### config.mk
export PLATFORM = sky130hd
export DESIGN_NAME = fifo_frame_writer_flat
export DESIGN_NICKNAME = d
export VERILOG_FILES = /design/src/rtl/fifo_frame_writer_if.sv /design/src/rtl/fifo_frame_writer.sv /design/src/flat_wrapper.sv
export SDC_FILE = /design/constraint.sdc
export NUM_CORES = 1
export LEC_CHECK = 0
export CAP_MARGIN = 20
export CORE_ASPECT_RATIO = 0.75
export CORE_UTILIZATION = 35
export DETAILED_ROUTE_END_ITERATION = 7
export GPL_ROUTABILITY_DRIVEN = 0
export PLACE_DENSITY = 0.57
export SLEW_MARGIN = 0
export SYNTH_ARGS = -nofsm -noshare
export SYNTH_HDL_FRONTEND = slang
export SYNTH_SLANG_ARGS = --single-unit
### constraint.sdc
create_clock -name CLK100MHZ -period 2.5 [get_ports CLK100MHZ]
set_input_delay 0.375 -clock CLK100MHZ [delete_from_list [all_inputs] [get_ports CLK100MHZ]]
set_output_delay 0.375 -clock CLK100MHZ [all_outputs]
set_load 0.005 [all_outputs]
### src/rtl/fifo_frame_writer_if.sv
// Bundle between the capture-FIFO read side, the frame-buffer write port and frame status.
// master = frame writer (reads FIFO, drives BRAM writes and status); slave = FIFO/BRAM/monitor side.
// Pure wiring; no timing of its own.
interface fifo_frame_writer_if #(
  parameter int ADDR_W = 19
) ();
  logic              fifo_empty;
  logic              fifo_re;
  logic [16:0]       fifo_dout;
  logic              bram_we;
  logic [ADDR_W-1:0] bram_addr;
  logic [11:0]       bram_din;
  logic              frame_done;
  logic [7:0]        frame_count;
  logic              short_frame;
  logic              overrun;

  modport master (
    input  fifo_empty, fifo_dout,
    output fifo_re, bram_we, bram_addr, bram_din,
           frame_done, frame_count, short_frame, overrun
  );

  modport slave (
    output fifo_empty, fifo_dout,
    input  fifo_re, bram_we, bram_addr, bram_din,
           frame_done, frame_count, short_frame, overrun
  );
endinterface

### src/rtl/fifo_frame_writer.sv
// Drains pixel/marker words from the capture FIFO into a frame buffer as RGB444, aligned to frame markers.
// Latency: 2 cycles from fifo_re to the registered write/pulse; one word per cycle.
// Backpressure: reads whenever the FIFO is non-empty; an empty FIFO simply stalls with state held.
module fifo_frame_writer #(
  parameter int H_ACTIVE = 640,
  parameter int V_ACTIVE = 480,
  parameter int ADDR_W   = 19   // 2**ADDR_W must cover H_ACTIVE*V_ACTIVE
) (
  input  logic                   CLK100MHZ,
  input  logic                   reset,
  fifo_frame_writer_if.master    bus
);

  localparam logic [ADDR_W-1:0] LAST_PTR = ADDR_W'(H_ACTIVE * V_ACTIVE - 1);

  typedef enum logic {
    SYNC_WAIT = 1'b0,
    ACTIVE    = 1'b1
  } state_t;

  state_t            state;
  logic              first_frame;
  logic [ADDR_W-1:0] wr_ptr;
  logic              rd_valid;

  // RGB565 -> RGB444 keeps the top 4 bits of each channel; the remaining bits are dropped.
  logic unused_pixel_bits;
  assign unused_pixel_bits = ^{bus.fifo_dout[11], bus.fifo_dout[5], bus.fifo_dout[0]};

  // Read as soon as data exists; gated off while reset is held so nothing is popped and lost.
  assign bus.fifo_re = ~bus.fifo_empty & ~reset;

  // Word-handling FSM: rd_valid marks the cycle the FIFO presents the word read one cycle earlier.
  always_ff @(posedge CLK100MHZ or posedge reset) begin
    if (reset) begin
      state           <= SYNC_WAIT;
      first_frame     <= 1'b1;
      wr_ptr          <= '0;
      rd_valid        <= 1'b0;
      bus.bram_we     <= 1'b0;
      bus.bram_addr   <= '0;
      bus.bram_din    <= '0;
      bus.frame_done  <= 1'b0;
      bus.short_frame <= 1'b0;
      bus.overrun     <= 1'b0;
      bus.frame_count <= '0;
    end else begin
      rd_valid        <= bus.fifo_re;
      bus.bram_we     <= 1'b0;
      bus.frame_done  <= 1'b0;
      bus.short_frame <= 1'b0;
      bus.overrun     <= 1'b0;
      if (rd_valid) begin
        if (bus.fifo_dout[16]) begin
          // Marker: start (or restart) a frame at address 0.
          if (state == SYNC_WAIT) begin
            state       <= ACTIVE;
            first_frame <= 1'b0;
          end else if (wr_ptr != '0) begin
            bus.short_frame <= 1'b1;
          end
          wr_ptr <= '0;
        end else if (state == ACTIVE) begin
          bus.bram_we   <= 1'b1;
          bus.bram_addr <= wr_ptr;
          bus.bram_din  <= {bus.fifo_dout[15:12], bus.fifo_dout[10:7], bus.fifo_dout[4:1]};
          if (wr_ptr == LAST_PTR) begin
            bus.frame_done  <= 1'b1;
            bus.frame_count <= bus.frame_count + 8'd1;
            wr_ptr          <= '0;
            state           <= SYNC_WAIT;
          end else begin
            wr_ptr <= wr_ptr + 1'b1;
          end
        end else if (!first_frame) begin
          // Pixel with no frame open; the lead-in before the very first marker is expected.
          bus.overrun <= 1'b1;
        end
      end
    end
  end

endmodule

### src/flat_wrapper.sv
// flat-port wrapper written by rule: the top's interface ports become plain ports
module fifo_frame_writer_flat 
#(
  parameter int H_ACTIVE = 640,
  parameter int V_ACTIVE = 480,
  parameter int ADDR_W   = 19                                            
)
  (CLK100MHZ, reset, bus_fifo_empty, bus_fifo_dout, bus_fifo_re, bus_bram_we, bus_bram_addr, bus_bram_din, bus_frame_done, bus_frame_count, bus_short_frame, bus_overrun);
  fifo_frame_writer_if #(.ADDR_W(ADDR_W)) bus_i ();
  input  logic CLK100MHZ;
  input  logic reset;
  input wire logic [$bits(bus_i.fifo_empty)-1:0] bus_fifo_empty;
  input wire logic [$bits(bus_i.fifo_dout)-1:0] bus_fifo_dout;
  output wire logic [$bits(bus_i.fifo_re)-1:0] bus_fifo_re;
  output wire logic [$bits(bus_i.bram_we)-1:0] bus_bram_we;
  output wire logic [$bits(bus_i.bram_addr)-1:0] bus_bram_addr;
  output wire logic [$bits(bus_i.bram_din)-1:0] bus_bram_din;
  output wire logic [$bits(bus_i.frame_done)-1:0] bus_frame_done;
  output wire logic [$bits(bus_i.frame_count)-1:0] bus_frame_count;
  output wire logic [$bits(bus_i.short_frame)-1:0] bus_short_frame;
  output wire logic [$bits(bus_i.overrun)-1:0] bus_overrun;
  assign bus_i.fifo_empty = bus_fifo_empty;
  assign bus_i.fifo_dout = bus_fifo_dout;
  assign bus_fifo_re = bus_i.fifo_re;
  assign bus_bram_we = bus_i.bram_we;
  assign bus_bram_addr = bus_i.bram_addr;
  assign bus_bram_din = bus_i.bram_din;
  assign bus_frame_done = bus_i.frame_done;
  assign bus_frame_count = bus_i.frame_count;
  assign bus_short_frame = bus_i.short_frame;
  assign bus_overrun = bus_i.overrun;
  fifo_frame_writer #(.H_ACTIVE(H_ACTIVE), .V_ACTIVE(V_ACTIVE), .ADDR_W(ADDR_W)) u_core (.CLK100MHZ(CLK100MHZ), .reset(reset), .bus(bus_i));
endmodule
Yosys cells after proc, flatten, opt, wreduce, memory -nomap -nowiden. Cells that the tools add are included.

Bits in registers: 65. Bits in latches: 0. Memory bits (writable): 0. ROM bits: 0. Input bits: 20. Output and inout port bits: 44. Logic and storage cells: 46. Memories kept: 0.

Add/sub/neg operators: 2. $mul: 0. Div/mod/pow operators: 0. Order comparisons: 0. Equal/unequal tests: 1. Shifts and indexed selects: 0. Mux-type cells: 21. Bitwise gates (word level): 5. Reduce and logical (&&, ||, !) cells: 6.

Operator list (number): 19-bit two-way mux (3); 19-bit by 1-bit adder with 19-bit output (second input constant) (1); 19-bit equality test (second input constant) (1); 19-bit nonzero test (1); 1-bit two-way mux (18); 8-bit by 1-bit adder with 8-bit output (second input constant) (1); 3-bit AND reduction (2); 1-bit inverter (4); 4-bit AND reduction (1); 2-bit AND reduction (1); 2-bit nonzero test (1); 1-bit bitwise AND (1).

Depth between registers and ports, before layout. Gate-level depths: netlist of run 1.

Word-level depth: 5. Depth in mapped cells: 8. Gate-level depth less buffers: 6.

Worst setup path before layout of run 1. No wires, ideal clock.

Path type: reg2reg. From: register u_core.wr_ptr[12]. To: register u_core.bus.frame_count[4] (netlist bit). Library setup time: 124 ps. Arrival: 1710 ps. Required time: 2376 ps. Slack: 667 ps. Stages on the path, launching flop included: 7. Path buffers: 1. Period minus slack after synthesis: 1833 ps. Path through: dfrtp_1 > or4_4 > nor2_4 > and4_1 > buf_4 > nand4_1 > xnor2_1.

Word-level cells in the longest chain between the ends: 2.

Ends and longest elaborated chain: start: declaration (line fifo_frame_writer.sv:23) `logic [ADDR_W-1:0] wr_ptr;`; start signal: assignment (line fifo_frame_writer.sv:73) `wr_ptr <= wr_ptr + 1'b1;`; 19-bit equality test (line fifo_frame_writer.sv:67) `if (wr_ptr == LAST_PTR) begin`; 4-bit AND reduction (no line); end signal: assignment (line fifo_frame_writer.sv:69) `bus.frame_count <= bus.frame_count + 8'd1;`; end: declaration (line fifo_frame_writer_if.sv:21) `frame_done, frame_count, short_frame, overrun`.

No other way between the ends. A chain may end at the register's enable or synchronous reset.

Final worst setup path of run 1.
From: register u_core.wr_ptr[12]. To: register u_core.bus.frame_count[6] (netlist bit).

Same word-level chain as after synthesis.

==> impl_metrics.json, run 1 <==
{
  "status": "finished clean",
  "cts_tree": "built",
  "fin_nets": 398,
  "synth_ff_type": "dfrtp_1",
  "ir_drop_mv": 0.282,
  "drive_gt1_frac": 0.0763,
  "grt_setup_unrepaired": "false",
  "synthAdderAreaFrac": 0.0131,
  "seqCellArea_sq_um": 1630,
  "clockBufferDepth": 2,
  "synth-edff-count": 0,
  "drcViolationCount": 0,
  "ios": 64,
  "maxSlewViolCount": 0,
  "cts_sinks": 65,
  "min_path_type": "input pin to asynchronous set/reset pin",
  "cts.clk_slew.worst_paths_ps": 70,
  "viasPerCell": 4.79,
  "synth_top_family_by_area": "simple AND/OR/NAND/NOR gates",
  "dr_wl_met3_um": 283,
  "fillers": 779,
  "max_clock_freq_ghz": 0.476,
  "start_kind": "flop",
  "grt_start_max_net_pins": 66,
  "synthSimpleGateAreaFrac": 0.279,
  "route.layer.met1.wl_um": 3280,
  "clock_latency_ps": 340,
  "setup_tns_ps": 0,
  "n_antenna_cell": 0,
  "fp-row-count": 28,
  "vias": 2325,
  "routed.top_layer": "met4",
  "fp.dieH_um": 80.3,
  "drtIter0Drc": 120,
  "grt_pass1_vias": 2152,
  "core_sq_um": 7920,
  "synth-seq-cells": 65,
  "fp.dieW_um": 106,
  "gr-total-overflow": 0,
  "worst_pin_slew_ps": 359,
  "setup_viol": 0,
  "synth_compound_area_frac": 0.0792,
  "finalClockSkew_ps": 10.0,
  "synth.distinct_cells": 35,
  "final.min_clock_period_ps": 2100,
  "synth_nets": 337,
  "hold_viol_final": 0,
  "finalPower_mw": 2.51,
  "critPathKind": "flop to flop",
  "hpwl_um": 4200,
  "async_flop_share": 1.00,
  "syn_area_per_cell_sq_um": 9.11,
  "cts_made_buffers": 9,
  "min_period_over_period": 0.840,
  "power.leakage_nw": 1.76,
  "synth_xor_area_frac": 0.0245,
  "ctsHoldBuffers": 0,
  "clock-root-buffer": "clkbuf_8",
  "htreeDepth": 3,
  "syn_inst": 314,
  "dr.pass1.iters": 4,
  "cp_data_arrival_time_ps": 2320,
  "wl_met2_um": 2720,
  "track_usage": 0.161,
  "multi_input_area_sq_um": 1130,
  "max-cap-violations": 0,
  "critPathRequiredTime_ps": 2720,
  "synth_warnings": 0,
  "cp-end-kind": "flop",
  "io_buffers": 59,
  "relSlewSlack": 0.760,
  "routed_wl_um": 6320,
  "start_util": 0.361,
  "syn2layout_area_growth_pct": 33.9,
  "postCtsSetupRepairBufs": 0,
  "powerDensity_nw_per_um2": 655,
  "synth_area_sq_um": 2860,
  "avgRoutedWirePerCell_um": 13.0,
  "grt_pass1_wl_um": 10500,
  "muxShareOfSynthArea": 0,
  "ctsResizeCount": 0,
  "crit_fanout": 8,
  "antenna_found_initial": 0,
  "seq_area_frac_synth": 0.569,
  "die_area_sq_um": 8540,
  "antenna_left": 0
}
==> cells in the mapped netlist, types with 2 or more instances <==
master	n	area (sq um)
and3_1	4	25.0
nor2_1	10	37.5
or3_1	7	43.8
a31oi_1	2	12.5
nor4_1	3	18.8
nand2_1	109	409
and4_1	4	35.0
xor2_1	2	17.5
o21a_1	2	15.0
nand4_1	10	62.6
inv_1	7	26.3
a21oi_1	6	30.0
dfrtp_1	64	1600
xnor2_1	6	52.6
nand3_1	18	90.1
o31ai_1	5	37.5
o21ai_0	20	100
ha_1	3	37.5
nor4b_1	2	17.5
clkbuf_2	2	10.0
clkbuf_1	14	52.6
==> kinds of logic after synthesis <==
kind of cell | count (synthesis)
xor gates and xnor gates | 8
AOI/OAI and AO/OA | 39
buffers and inverters | 25
adders and majority gates | 3
DFF | 65
and+or+nand+nor | 174
==> layer usage <==
layer,track usage,up-vias
met3,0.0438,4
met5,0,-
met4,0.0542,0
met2,0.232,53
met1,0.231,1088
li1,-,1180
==> metrics by stage <==
step	hold WS (ps)	area, sq um	util	setup slack (ps)	std cells
floorplan	441	2860	-	500	314
global placement	448	3580	0.453	338	469
detailed placement	451	3580	0.453	301	469
CTS	448	3830	0.483	420	485
global route	481	3830	0.483	287	485
finish	445	3830	0.483	399	485
==> path summary, 6_finish.rpt <==
path | start | to | slack, ps | cells past startpoint
worst max-delay path | u_core.wr_ptr[12] | u_core.bus.frame_count[6] | 400 | 5
worst min-delay path | reset | u_core.rd_valid | 440 | 3
worst max register to register | u_core.wr_ptr[12] | u_core.bus.frame_count[6] | 400 | 5
worst min register to register | u_core.first_frame | u_core.first_frame | 460 | 1
max in group asynchronous | reset | u_core.first_frame | 1750 | 3
min in group CLK100MHZ | u_core.first_frame | u_core.first_frame | 460 | 1
==> state kept, by name, indices dropped and copies added, names as in the netlist <==
register and flops:
u_core.bus.frame_done 1, u_core.bus.short_frame 1, u_core.bus.frame_count 8, u_core.bus.overrun 1
u_core.wr_ptr 19, u_core.bus.bram_din 12, u_core.state 1, u_core.bus.bram_we 1
u_core.bus.bram_addr 19, u_core.first_frame 1, u_core.rd_valid 1
==> final cells by class <==
type	instances	share of cell area
multi-input cells	224	0.296
repair buffers	67	0.173
well taps	105	0.0343
clock buffers	11	0.0369
clock inverters	5	0.0268
flip-flops and latches	65	0.425
inverters	8	0.00785
==> worst max-delay path: stages (launching register included) <==
cell,delay [ps]
dfrtp_1,470
or4_4,610
nor2_4,220
and4_1,370
nand4_1,160
xnor2_1,150
==> where the power goes <==
part	switching [mW]	leakage, nW	internal, mW
clock network	0.388	0.120	0.688
logic	0.118	0.770	0.159
registers	0.0384	0.872	1.11
==> cell usage in the layout (no fill, tap or decap), drive strengths merged <==
cell | netlist | routed
and3 | 4 | 4
clkinv | 1 | 2
or2 | 1 | 1
nor4b | 2 | 2
a22o | 1 | 1
clkdlybuf4s50 | 0 | 59
nor3 | 2 | 2
o31ai | 5 | 5
ha | 3 | 3
or3 | 7 | 7
nand2 | 109 | 109
nor2 | 11 | 11
bufinv | 0 | 3
or4 | 1 | 1
nand4 | 10 | 10
a21o | 1 | 1
o21a | 2 | 2
o21ai | 21 | 21
nor3b | 1 | 1
clkbuf | 16 | 11
nor4 | 3 | 3
a221o | 1 | 1
xnor2 | 6 | 6
clkinvlp | 0 | 1
nand3 | 18 | 18
a21oi | 6 | 6
and4 | 4 | 4
dfstp | 1 | 1
a31oi | 2 | 2
xor2 | 2 | 2
dfrtp | 64 | 64
buf | 1 | 8
inv | 7 | 7
nor2b | 1 | 1
Note: power is estimated with default switching activity, not from simulation.
==> run 2, diff against run 1 <==
- clock period: 2.5 -> 2.2 ns (I/O delays scaled with it)
==> impl_metrics.json, run 2 (same netlist as run 1, synthesis figures left out) <==
{
  "status": "finished clean",
  "crit_chain": "ha_1 -> nand3_1 -> nor3_2 -> a21o_1 -> nor4_1 -> a221o_1",
  "critPathKind": "flop to flop",
  "clockBufferDepth": 2,
  "clock_latency_ps": 340,
  "start_kind": "flop",
  "start_util": 0.361,
  "cts_made_buffers": 9,
  "cpPeakStageDelay_ps": 430,
  "setup_viol": 0,
  "max_clock_freq_ghz": 0.505,
  "ctsHoldBuffers": 0,
  "avgRoutedWirePerCell_um": 13.2,
  "fp.dieW_um": 106,
  "ir_drop_mv": 0.355,
  "instances_no_fill": 489,
  "syn2layout_area_growth_pct": 33.8,
  "place_area_sq_um": 3630,
  "cp_slowest_cell": "dfrtp_1",
  "drive_gt1_frac": 0.0833,
  "p_sw_frac": 0.232,
  "net-switching-power_mw": 0.614,
  "fp-row-count": 28,
  "cts_tree": "built",
  "postCtsSetupRepairBufs": 0,
  "clock-root-buffer": "clkbuf_8",
  "cts.clk_slew.worst_paths_ps": 70,
  "die_area_sq_um": 8540,
  "pwr-share-seq": 0.495,
  "powerDensity_nw_per_um2": 692,
  "ios": 64,
  "fp.dieH_um": 80.3,
  "placed_cells_incl_taps": 473,
  "fin_area_sq_um": 3820,
  "hpwl_um": 4200,
  "hold_viol_final": 0,
  "power.leakage_nw": 1.77,
  "track_usage": 0.166,
  "core_sq_um": 7920,
  "crit_fanout": 6,
  "worst_pin_slew_ps": 379,
  "grt_pass1_wl_um": 10700,
  "htreeDepth": 3,
  "drcViolationCount": 0,
  "antenna_found_initial": 0,
  "n_antenna_cell": 0,
  "p_int_mw": 2.03,
  "fin_nets": 402,
  "viasPerCell": 4.80,
  "maxSlewViolCount": 0,
  "min_period_over_period": 0.901,
  "cp_data_arrival_time_ps": 2210,
  "ctsResizeCount": 0,
  "p_clk_frac": 0.385,
  "min_path_type": "input pin to asynchronous set/reset pin",
  "critPathTopFamily": "simple AND/OR/NAND/NOR gates",
  "grt_pass1_vias": 2195,
  "grt_start_max_net_pins": 66,
  "critPathRequiredTime_ps": 2430,
  "critPathBufInv": 0,
  "relSlewSlack": 0.747,
  "finalPower_mw": 2.65,
  "final_common_cell": "nand2_1",
  "largestRegisters": "u_core.bus.bram_addr x19, u_core.wr_ptr x19, u_core.bus.bram_din x12",
  "cp-end-kind": "flop",
  "setup_tns_ps": 0,
  "finalClockSkew_ps": 6.58,
  "vias": 2347,
  "cts_sinks": 65,
  "final.min_clock_period_ps": 1980,
  "gr-total-overflow": 0,
  "grt_setup_unrepaired": "false",
  "p_comb_frac": 0.120,
  "io_buffers": 59,
  "routed_wl_um": 6450,
  "final_cell_mix": "nand2_1, dfrtp_1, clkdlybuf4s50_1",
  "drtIter0Drc": 84,
  "max-cap-violations": 0,
  "antenna_left": 0,
  "dr.pass1.iters": 4
}
## run 2: changes by cell type in the layout (fill, tap and decap cells not counted)
| cell | delta |
|---|---|
| buf_4 | +3 |
| buf_12 | +1 |
| clkinv_2 | +1 |
| clkinvlp_4 | -1 |
| clkbuf_1 | +1 |
| clkbuf_8 | +1 |
| bufinv_16 | -2 |
## run 2: worst paths after layout
path	slack, ps	from	depth (start not counted)	endpoint
setup / recovery	220	u_core.wr_ptr[0]	6	u_core.wr_ptr[15]
hold / removal	380	reset	3	u_core.bus.bram_addr[1]
setup reg to reg	220	u_core.wr_ptr[0]	6	u_core.wr_ptr[15]
hold reg to reg	460	u_core.first_frame	1	u_core.first_frame
max in group asynchronous	1490	reset	3	u_core.first_frame
min in group CLK100MHZ	460	u_core.first_frame	1	u_core.first_frame
## run 2: worst register-to-register path: cells and delay by family (launching register included)
family	cells	cell delay, ps
fa+ha+maj	1	250
flops	1	430
compound gates	2	560
simple gates	3	630
## run 2: layout make-up
class	instances	area, sq um
Clock buffer	13	159
Clock inverter	3	40.0
Multi-Input combinational cell	224	1130
Fill cell	803	4090
Tap cell	105	131
Sequential cell	65	1630
Timing Repair Buffer	71	706
Inverter	8	30.0
## run 2: stage by stage
step / worst slack [ps] / hold WS [ps] / util
floorplan: 245 / 401 / -
global placement: 153 / 449 / 0.458
detailed placement: 112 / 453 / 0.458
CTS: 210 / 412 / 0.483
global route: 55.4 / 454 / 0.483
finish: 219 / 384 / 0.483
## run 2: per-layer routing
layer,GRT usage,part of all wire,wire (um)
met4,0.0500,0.011,71
met5,0,0,0
met3,0.0576,0.059,381
met2,0.246,0.42,2730
met1,0.227,0.51,3270
## run 2: power by group through the flow
stage / Clock [mW] / Sequential (mW) / Combinational [mW]
6_report: 1.02 / 1.31 / 0.317
5_1_grt: 1.12 / 1.32 / 0.356
4_1_cts: 1.05 / 1.31 / 0.325
3_5_place_dp: 0 / 1.33 / 0.324
3_3_place_gp: 0 / 1.33 / 0.318
2_1_floorplan: 0 / 1.33 / 0.114
